### config.mk
export PLATFORM = sky130hd
export DESIGN_NAME = puneh_mem_arbiter
export DESIGN_NICKNAME = d
export VERILOG_FILES = /design/src/rtl/puneh_mem_arbiter.sv
export SDC_FILE = /design/constraint.sdc
export NUM_CORES = 1
export LEC_CHECK = 0
export ABC_AREA = 1
export CORE_MARGIN = 2
export CORE_UTILIZATION = 39
export CTS_BUF_LIST = sky130_fd_sc_hd__clkbuf_8
export CTS_CLUSTER_DIAMETER = 50
export CTS_CLUSTER_SIZE = 10
export DETAILED_ROUTE_END_ITERATION = 7
export GPL_TIMING_DRIVEN = 1
export PLACE_DENSITY = 0.78
export SLEW_MARGIN = 20
export SYNTH_ARGS = -nofsm -noshare
export SYNTH_HDL_FRONTEND = slang
export SYNTH_SLANG_ARGS = --single-unit
### constraint.sdc
create_clock -name clk -period 1.35 [get_ports clk]
set_input_delay 0.2025 -clock clk [delete_from_list [all_inputs] [get_ports clk]]
set_output_delay 0.2025 -clock clk [all_outputs]
set_load 0.01 [all_outputs]
### src/rtl/puneh_mem_arbiter.sv
// Two-port arbiter in front of a single-port synchronous memory with fixed read latency.
// One transaction at a time: IDLE -> ISSUE -> WAIT -> ACK, loader priority with CPU starvation guard.
module puneh_mem_arbiter #(
  parameter int ADDR_W     = 16,
  parameter int DATA_W     = 16,
  parameter int MEM_LAT    = 2,
  parameter int STARVE_MAX = 4
) (
  input  logic              clk,
  input  logic              rst,
  input  logic              cpu_req,
  input  logic              cpu_we,
  input  logic [ADDR_W-1:0] cpu_addr,
  input  logic [DATA_W-1:0] cpu_wdata,
  output logic [DATA_W-1:0] cpu_rdata,
  output logic              cpu_ack,
  input  logic              ldr_req,
  input  logic              ldr_we,
  input  logic [ADDR_W-1:0] ldr_addr,
  input  logic [DATA_W-1:0] ldr_wdata,
  output logic [DATA_W-1:0] ldr_rdata,
  output logic              ldr_ack,
  output logic              mem_en,
  output logic              mem_we,
  output logic [ADDR_W-1:0] mem_addr,
  output logic [DATA_W-1:0] mem_wdata,
  input  logic [DATA_W-1:0] mem_rdata,
  output logic              owner_ldr,
  output logic              busy
);

  localparam int CNT_W    = (MEM_LAT < 2) ? 1 : $clog2(MEM_LAT + 1);
  localparam int STARVE_W = (STARVE_MAX < 2) ? 1 : $clog2(STARVE_MAX + 1);

  typedef enum logic [1:0] {
    IDLE  = 2'd0,
    ISSUE = 2'd1,
    WAIT  = 2'd2,
    ACK   = 2'd3
  } state_t;

  state_t              state_reg;
  logic [CNT_W-1:0]    wait_cnt_reg;
  logic [STARVE_W-1:0] starve_reg;
  logic                win_ldr_reg;
  logic                mem_en_reg;
  logic                mem_we_reg;
  logic [ADDR_W-1:0]   mem_addr_reg;
  logic [DATA_W-1:0]   mem_wdata_reg;
  logic [DATA_W-1:0]   cpu_rdata_reg;
  logic [DATA_W-1:0]   ldr_rdata_reg;
  logic                cpu_ack_reg;
  logic                ldr_ack_reg;
  logic                owner_ldr_reg;
  logic                busy_reg;

  logic                any_req;
  logic                cpu_starved;
  logic                grant_ldr;
  logic [STARVE_W-1:0] starve_next;

  // Grant decision, only consumed in IDLE.
  always_comb begin
    any_req     = cpu_req | ldr_req;
    cpu_starved = (starve_reg == STARVE_W'(STARVE_MAX));
    grant_ldr   = ldr_req & (~cpu_req | ~cpu_starved);
    starve_next = '0;
    if (grant_ldr && cpu_req) begin
      starve_next = cpu_starved ? starve_reg : starve_reg + STARVE_W'(1);
    end
  end

  always_ff @(posedge clk) begin
    if (rst) begin
      state_reg     <= IDLE;
      wait_cnt_reg  <= '0;
      starve_reg    <= '0;
      win_ldr_reg   <= 1'b0;
      mem_en_reg    <= 1'b0;
      mem_we_reg    <= 1'b0;
      mem_addr_reg  <= '0;
      mem_wdata_reg <= '0;
      cpu_rdata_reg <= '0;
      ldr_rdata_reg <= '0;
      cpu_ack_reg   <= 1'b0;
      ldr_ack_reg   <= 1'b0;
      owner_ldr_reg <= 1'b0;
      busy_reg      <= 1'b0;
    end else begin
      mem_en_reg  <= 1'b0;
      cpu_ack_reg <= 1'b0;
      ldr_ack_reg <= 1'b0;
      case (state_reg)
        IDLE: begin
          // Idle cycles with cpu_req low also land here and clear the counter.
          starve_reg <= starve_next;
          if (any_req) begin
            state_reg     <= ISSUE;
            win_ldr_reg   <= grant_ldr;
            mem_en_reg    <= 1'b1;
            mem_we_reg    <= grant_ldr ? ldr_we    : cpu_we;
            mem_addr_reg  <= grant_ldr ? ldr_addr  : cpu_addr;
            mem_wdata_reg <= grant_ldr ? ldr_wdata : cpu_wdata;
            owner_ldr_reg <= grant_ldr;
            busy_reg      <= 1'b1;
          end
        end
        ISSUE: begin
          wait_cnt_reg <= CNT_W'(MEM_LAT);
          state_reg    <= WAIT;
        end
        WAIT: begin
          // Counter value 1 here means it reaches 0 on this edge: data is on mem_rdata now.
          if (wait_cnt_reg == CNT_W'(1)) begin
            if (!mem_we_reg) begin
              if (win_ldr_reg) begin
                ldr_rdata_reg <= mem_rdata;
              end else begin
                cpu_rdata_reg <= mem_rdata;
              end
            end
            cpu_ack_reg  <= ~win_ldr_reg;
            ldr_ack_reg  <= win_ldr_reg;
            wait_cnt_reg <= '0;
            state_reg    <= ACK;
          end else begin
            wait_cnt_reg <= wait_cnt_reg - CNT_W'(1);
          end
        end
        ACK: begin
          owner_ldr_reg <= 1'b0;
          busy_reg      <= 1'b0;
          state_reg     <= IDLE;
        end
        default: begin
          state_reg <= IDLE;
        end
      endcase
    end
  end

  assign cpu_rdata = cpu_rdata_reg;
  assign cpu_ack   = cpu_ack_reg;
  assign ldr_rdata = ldr_rdata_reg;
  assign ldr_ack   = ldr_ack_reg;
  assign mem_en    = mem_en_reg;
  assign mem_we    = mem_we_reg;
  assign mem_addr  = mem_addr_reg;
  assign mem_wdata = mem_wdata_reg;
  assign owner_ldr = owner_ldr_reg;
  assign busy      = busy_reg;

endmodule

==> out/summary.txt, run 1 <==
Sequential element share of the synthesized area -> 44.2%
Worst slew margin -> 73.4%
Synth top area cells -> dfxtp_1, nor2_1, nand3_1
CP delay by family, top -> simple AND/OR/NAND/NOR gates
Post-Synth Adder-Cell Area -> 2.48%
Fin nets -> 738
Synthesized area -> 3530 µm²
Leak pwr -> 2.58 nW
Post-synthesis net count -> 570
Multiplexer share of the synthesized area -> 0%
Crit path required time -> 1.59 ns
WP data arrival -> 1.60 ns
Post-Place Worst Slack -> -0.277 ns
RSZ-0062 raised after global routing -> yes
Clock latency on the worst-skew pair -> 0.34 ns
I/O Buffers -> 155
Clock Tree Buf Depth -> 2
Crit path from -> starve_reg[1]
Cell Area, Placed -> 5250 µm²
CTS Buf Count -> 9
Setup-failing EPs final -> 3
Synth Area in Simple Gates -> 27.6%
Top-area cell type share of the netlist area -> 44.2%
Via count -> 3833
Largest family of logic cells by synthesized area -> simple AND/OR/NAND/NOR gates
Gate power share -> 42.0%
Seq pwr share -> 38.6%
Part of the power in the clock network -> 19.3%
Critical path depth -> 8
Initial Util -> 40.3%
Worst hold slack -> 0.308 ns
Placer Congestion -> 0.803
Crit path max fanout -> 12
Global-route wire length before repair -> 15600 µm
Synth unique cells -> 26
FP Rows -> 34
Count of final hold-check violations -> 0
DRC Markers -> 0
CP Class -> reg2reg
Crit path max-delay cell type -> dfxtp_2
CTS tree -> built
CTS Hold Bufs -> 0
Synthesis Warnings -> 0
Die span in y -> 99.2 µm
DRT antenna net count -> 0
Crit path capture type -> flip-flop
Pre-antenna DRT Iters -> 4
CP Launch Type -> flip-flop
Top cell type by total area after synthesis -> dfxtp_1
IO Count -> 156
Drt wl/cell -> 14.7 µm
Post-Route WL -> 11100 µm
Failing checks -> negative setup slack
Mapped Avg Cell Area -> 7.40 µm²
Tmin final -> 1.36 ns
Peak supply drop -> 0.000605 V
Compound-gate portion of the synthesized area -> 17.9%
Total power -> 7.75 mW
Post-synth EDFFs -> 0
Max-cap violation count -> 0
Ys flop type -> dfxtp_1
Clk sink count -> 78
Via count of the first global-routing pass -> 3408
Fillers -> 758
Proportion of layout cells with a drive suffix above 1 -> 16.3%
Synthesis-to-finish area growth -> 64.2%
Async set-or-reset flop fraction in the synthesized netlist -> 0%
Tot GR Track Use -> 19.5%
Worst setup endpoint -> mem_wdata[2]
Synth Area in XOR/XNOR -> 0.496%
N_diodes -> 0
Detailed placement HPWL -> 7220 µm
R2R depth -> 8
CP Buf/Inv Count -> 2
Pint -> 4.94 mW
FF-to-FF Start -> starve_reg[1]
Top cells by count, synth -> nor2_1, dfxtp_1, nand2_1, nand3_1, o21ai_0
Most frequent CP cell -> nor2_1
DP Cell Count -> 727
DIE AREA -> 9830 µm²
Htree depth -> 3
Most numerous cell in the Yosys netlist -> nor2_1
Final Cycle Share -> 101%
Register bit total from synthesis -> 78
Synth Instances -> 477
Core ar. -> 8760 µm²
P per Cell Area -> 1340 nW/µm²
Slew Limit Fails -> 0
Vias/cell -> 5.06
Non-filler cells, final -> 757
Starting DRT DRC Count -> 120
Overflow left after global routing -> 0
Clock root buffer -> clkbuf_8
Pin count of the biggest net entering global routing -> 68
Post-route cell area -> 5800 µm²
Worst setup margin -> -0.00917 ns
Largest stage delay on the critical path -> 0.33 ns
R2R Path End -> mem_wdata[2]
Net Sw Power -> 2.81 mW
Hold/Removal Path Class -> in2reg
Initial antenna violation count -> 0
R2R Setup Slk -> -0.009 ns
Switching Share -> 36.2%
Cell Chain, Critical Path -> inv_2 > ha_4 > nand3_2 > clkbuf_16 > nand3_1 > nand2_1 > nor2_1 > nor2_1
Clock skew -> 0.0110 ns
Status -> finished, violations left
Clock transition at path regs -> 0.09 ns
Chip width -> 99.2 µm
Fmax -> 736 MHz
Worst-margin pin slew -> 0.399 ns
## kinds of logic after synthesis
logic type,count (synthesis)
adder cells (fa/ha/maj),7
AND/OR/NAND/NOR,232
flip-flops,78
XOR/XNOR,2
AO/OA/AOI/OAI,107
buffers and inverters,51
## area by class of cell
type,count,area [µm²],area share [%]
multi-input combinational,350,1940,33.5
timing repair buffer,190,1920,33.1
sequential,78,1570,27.1
tap,108,135,2.33
clock buffer,9,124,2.14
inverter,16,70.1,1.21
clock inverter,6,40.0,0.691
## worst reg2reg max path: cells and delay by family (launching register included)
| kind | cells | cell delay [ns] |
|---|---|---|
| adders and majority gates | 1 | 0.17 |
| and+or+nand+nor | 5 | 0.46 |
| buffers and inverters | 2 | 0.32 |
| DFF | 1 | 0.33 |
## worst min-delay path by stage
stage | from | endpoint | slack [ns] | depth (start not counted)
6_report | ldr_req | starve_reg[1] | 0.31 | 5
5_1_grt | ldr_req | starve_reg[0] | 0.34 | 5
4_1_cts | ldr_req | starve_reg[2] | 0.33 | 5
3_5_place_dp | cpu_rdata[6] | cpu_rdata[6] | 0.46 | 2
3_3_place_gp | cpu_rdata[1] | cpu_rdata[1] | 0.45 | 2
2_1_floorplan | cpu_req | mem_en | 0.36 | 2
## cell usage in the layout, fill, tap and decap left out, types with 2 or more instances in the layout
cell type,count
nor2_1,102
clkdlybuf4s50_1,83
dfxtp_1,73
dlygate4sd2_1,70
nand2_1,63
nand3_1,40
o21ai_0,26
a21boi_0,21
o21ai_1,21
nand3_2,16
buf_4,16
a21oi_1,13
a21boi_1,12
inv_1,9
a21oi_2,9
clkbuf_8,9
buf_6,8
buf_12,6
inv_2,5
clkbuf_16,5
ha_4,4
dfxtp_2,4
o21ai_2,3
nand2_4,3
ha_1,3
clkinvlp_4,3
inv_4,2
nor2_2,2
nor3_1,2
## power by group through the flow
stage	Combinational [mW]	Clock (mW)	Sequential, mW
2_1_floorplan	1.45	0	3.13
3_3_place_gp	2.94	0	2.99
3_5_place_dp	3.01	0	2.99
4_1_cts	2.80	1.54	2.94
5_1_grt	3.59	1.63	3.05
6_report	3.26	1.50	2.99
## routing by layer
layer / global-route usage (%) / wire (µm) / up-vias
met5: 0 / 0 / -
met4: 7.06 / 260 / 0
met3: 5.83 / 998 / 22
met2: 32.8 / 5310 / 173
met1: 23.6 / 4570 / 1726
li1: - / - / 1912
## timing repair
action / CTS / global route
cloned: 0 / 11
setup endpoints to repair: 104 / 71
buffers inserted: 0 / 4
pin swaps: 1 / 23
resized for setup: 75 / 90
## stage by stage
stage,setup TNS (ns),utilization (%)
after floorplan,-0.183,-
after global placement,-7.10,59.9
after detailed placement,-8.89,59.9
after CTS,-0.0526,60.9
after global routing,-1.72,66.2
final,-0.0125,66.2
Note: power is estimated with default switching activity, not from simulation.
==> inputs of run 2 (changes only) <==
--- a/config.mk
+++ b/config.mk
@@ -18,3 +18,4 @@
 export SYNTH_ARGS = -nofsm -noshare
 export SYNTH_HDL_FRONTEND = slang
 export SYNTH_SLANG_ARGS = --single-unit
+export TNS_END_PERCENT = 1
==> out/summary.txt, run 2 (same netlist as run 1, synthesis figures left out) <==
Pre-antenna DRT Iters -> 4
Most frequent CP cell -> nor2_1
Max-cap violation count -> 0
CTS Hold Bufs -> 0
Post-Route WL -> 11100 µm
Clock latency on the worst-skew pair -> 0.34 ns
Peak supply drop -> 0.000776 V
DRC Markers -> 0
Detailed placement HPWL -> 7200 µm
CTS Buf Count -> 9
Synthesis-to-finish area growth -> 60.2%
Crit path max fanout -> 10
Clock transition at path regs -> 0.09 ns
Crit path max-delay cell type -> dfxtp_2
Clk sink count -> 78
Final Cycle Share -> 103%
Failing checks -> negative setup slack
DRT antenna net count -> 0
Starting DRT DRC Count -> 89
FF-to-FF Start -> starve_reg[1]
Post-Place Worst Slack -> -0.271 ns
Crit path required time -> 1.64 ns
CP Launch Type -> flip-flop
WP data arrival -> 1.68 ns
Cell Chain, Critical Path -> inv_2 > ha_4 > nand3_4 > clkbuf_16 > a21boi_0 > nor2_1 > nor2_1
RSZ-0062 raised after global routing -> yes
Slew Limit Fails -> 0
Worst setup margin -> -0.0451 ns
Pin count of the biggest net entering global routing -> 68
Clock skew -> 0.0150 ns
Setup-failing EPs final -> 7
Most frequent cells in the layout -> nor2_1, clkdlybuf4s50_1, dfxtp_1
FP Rows -> 34
Global-route wire length before repair -> 15800 µm
Drt wl/cell -> 14.8 µm
Clock root buffer -> clkbuf_8
P per Cell Area -> 1380 nW/µm²
CTS tree -> built
Placer Congestion -> 0.780
Tmin final -> 1.40 ns
Chip width -> 99.2 µm
Die span in y -> 99.2 µm
Fin nets -> 729
Worst slew margin -> 74.3%
CP Class -> reg2reg
Initial antenna violation count -> 0
Worst-margin pin slew -> 0.385 ns
Hold Crit Start -> ldr_req
Htree depth -> 3
Largest stage delay on the critical path -> 0.34 ns
Leading cell type in the layout, fill and taps excluded -> nor2_1
Count of final hold-check violations -> 0
N_diodes -> 0
Status -> finished, violations left
IO Count -> 156
Crit path capture type -> flip-flop
Setup_tns -> -0.134 ns
Tot GR Track Use -> 19.5%
Vias/cell -> 5.15
Core ar. -> 8760 µm²
Via count -> 3852
Post-Route Utilization -> 64.5%
Crit path from -> starve_reg[1]
I/O Buffers -> 155
Initial Util -> 40.3%
Clock Tree Buf Depth -> 2
Overflow left after global routing -> 0
Via count of the first global-routing pass -> 3396
Leak pwr -> 2.57 nW
Proportion of layout cells with a drive suffix above 1 -> 11.4%
DIE AREA -> 9830 µm²
Fmax -> 717 MHz
Hold/Removal Path Class -> in2reg
==> run 2: cell count changes in the layout (fill, tap and decap cells not counted), moves of 3 or more <==
cell / previous run / this run
nand3_2: 16 / 1
nand3_1: 40 / 54
o21ai_0: 26 / 34
buf_4: 16 / 9
a21oi_1: 13 / 19
a21oi_2: 9 / 3
buf_6: 8 / 3
o21ai_1: 21 / 16
a21boi_0: 21 / 17
a21boi_1: 12 / 15
o21ai_2: 3 / 0
==> run 2: final timing paths <==
| kind | slack, ns | to | cells past startpoint |
|---|---|---|---|
| hold reg to reg | 0.47 | cpu_rdata[2] | 2 |
| setup / recovery | -0.05 | mem_wdata[5] | 7 |
| setup reg to reg | -0.05 | mem_wdata[5] | 7 |
| hold / removal | 0.32 | starve_reg[1] | 5 |
==> run 2: per-stage QoR <==
step	hold slack [ns]	std cells	area (µm²)	total power, mW
2_1_floorplan	0.362	477	3530	4.57
3_3_place_gp	0.450	721	5240	5.85
3_5_place_dp	0.461	721	5240	5.94
4_1_cts	0.318	736	5340	7.40
5_1_grt	0.335	748	5660	8.29
6_report	0.320	748	5660	7.78
==> run 2: power by group <==
part	total (mW)	leakage (nW)	switching [mW]	internal, mW
Combinational	3.11	1.83	1.64	1.47
Clock	1.70	0.0953	0.860	0.841
Sequential	2.96	0.640	0.235	2.73
==> run 2: worst max-delay path: cells and delay by family (launching register included) <==
| kind | cells | cell delay (ns) |
|---|---|---|
| buffers and inverters | 2 | 0.30 |
| adders and majority gates | 1 | 0.17 |
| and+or+nand+nor | 3 | 0.33 |
| DFF | 1 | 0.34 |
| AOI/OAI and AO/OA | 1 | 0.20 |
==> run 2: repair_timing <==
item | CTS | global route
endpoints found under the setup margin | 115 | 72
cloned | 0 | 11
pin swaps | 0 | 5
setup buffers | 0 | 1
gates resized for setup | 73 | 47
==> run 2: routing by layer <==
layer	vias up	track usage, %	part of all wire, %
met3	15	5.62	9.5
met1	1759	24.0	41
met2	190	33.1	48
met4	0	6.22	1.7
met5	-	0	0
li1	1888	-	-
==> run 2: layout make-up <==
cell class,instances,area [µm²]
timing repair buffer,182,1900
sequential,78,1570
multi-input combinational,349,1810
clock buffer,9,124
tap,108,135
inverter,16,62.6
fill,795,3110
clock inverter,6,61.3
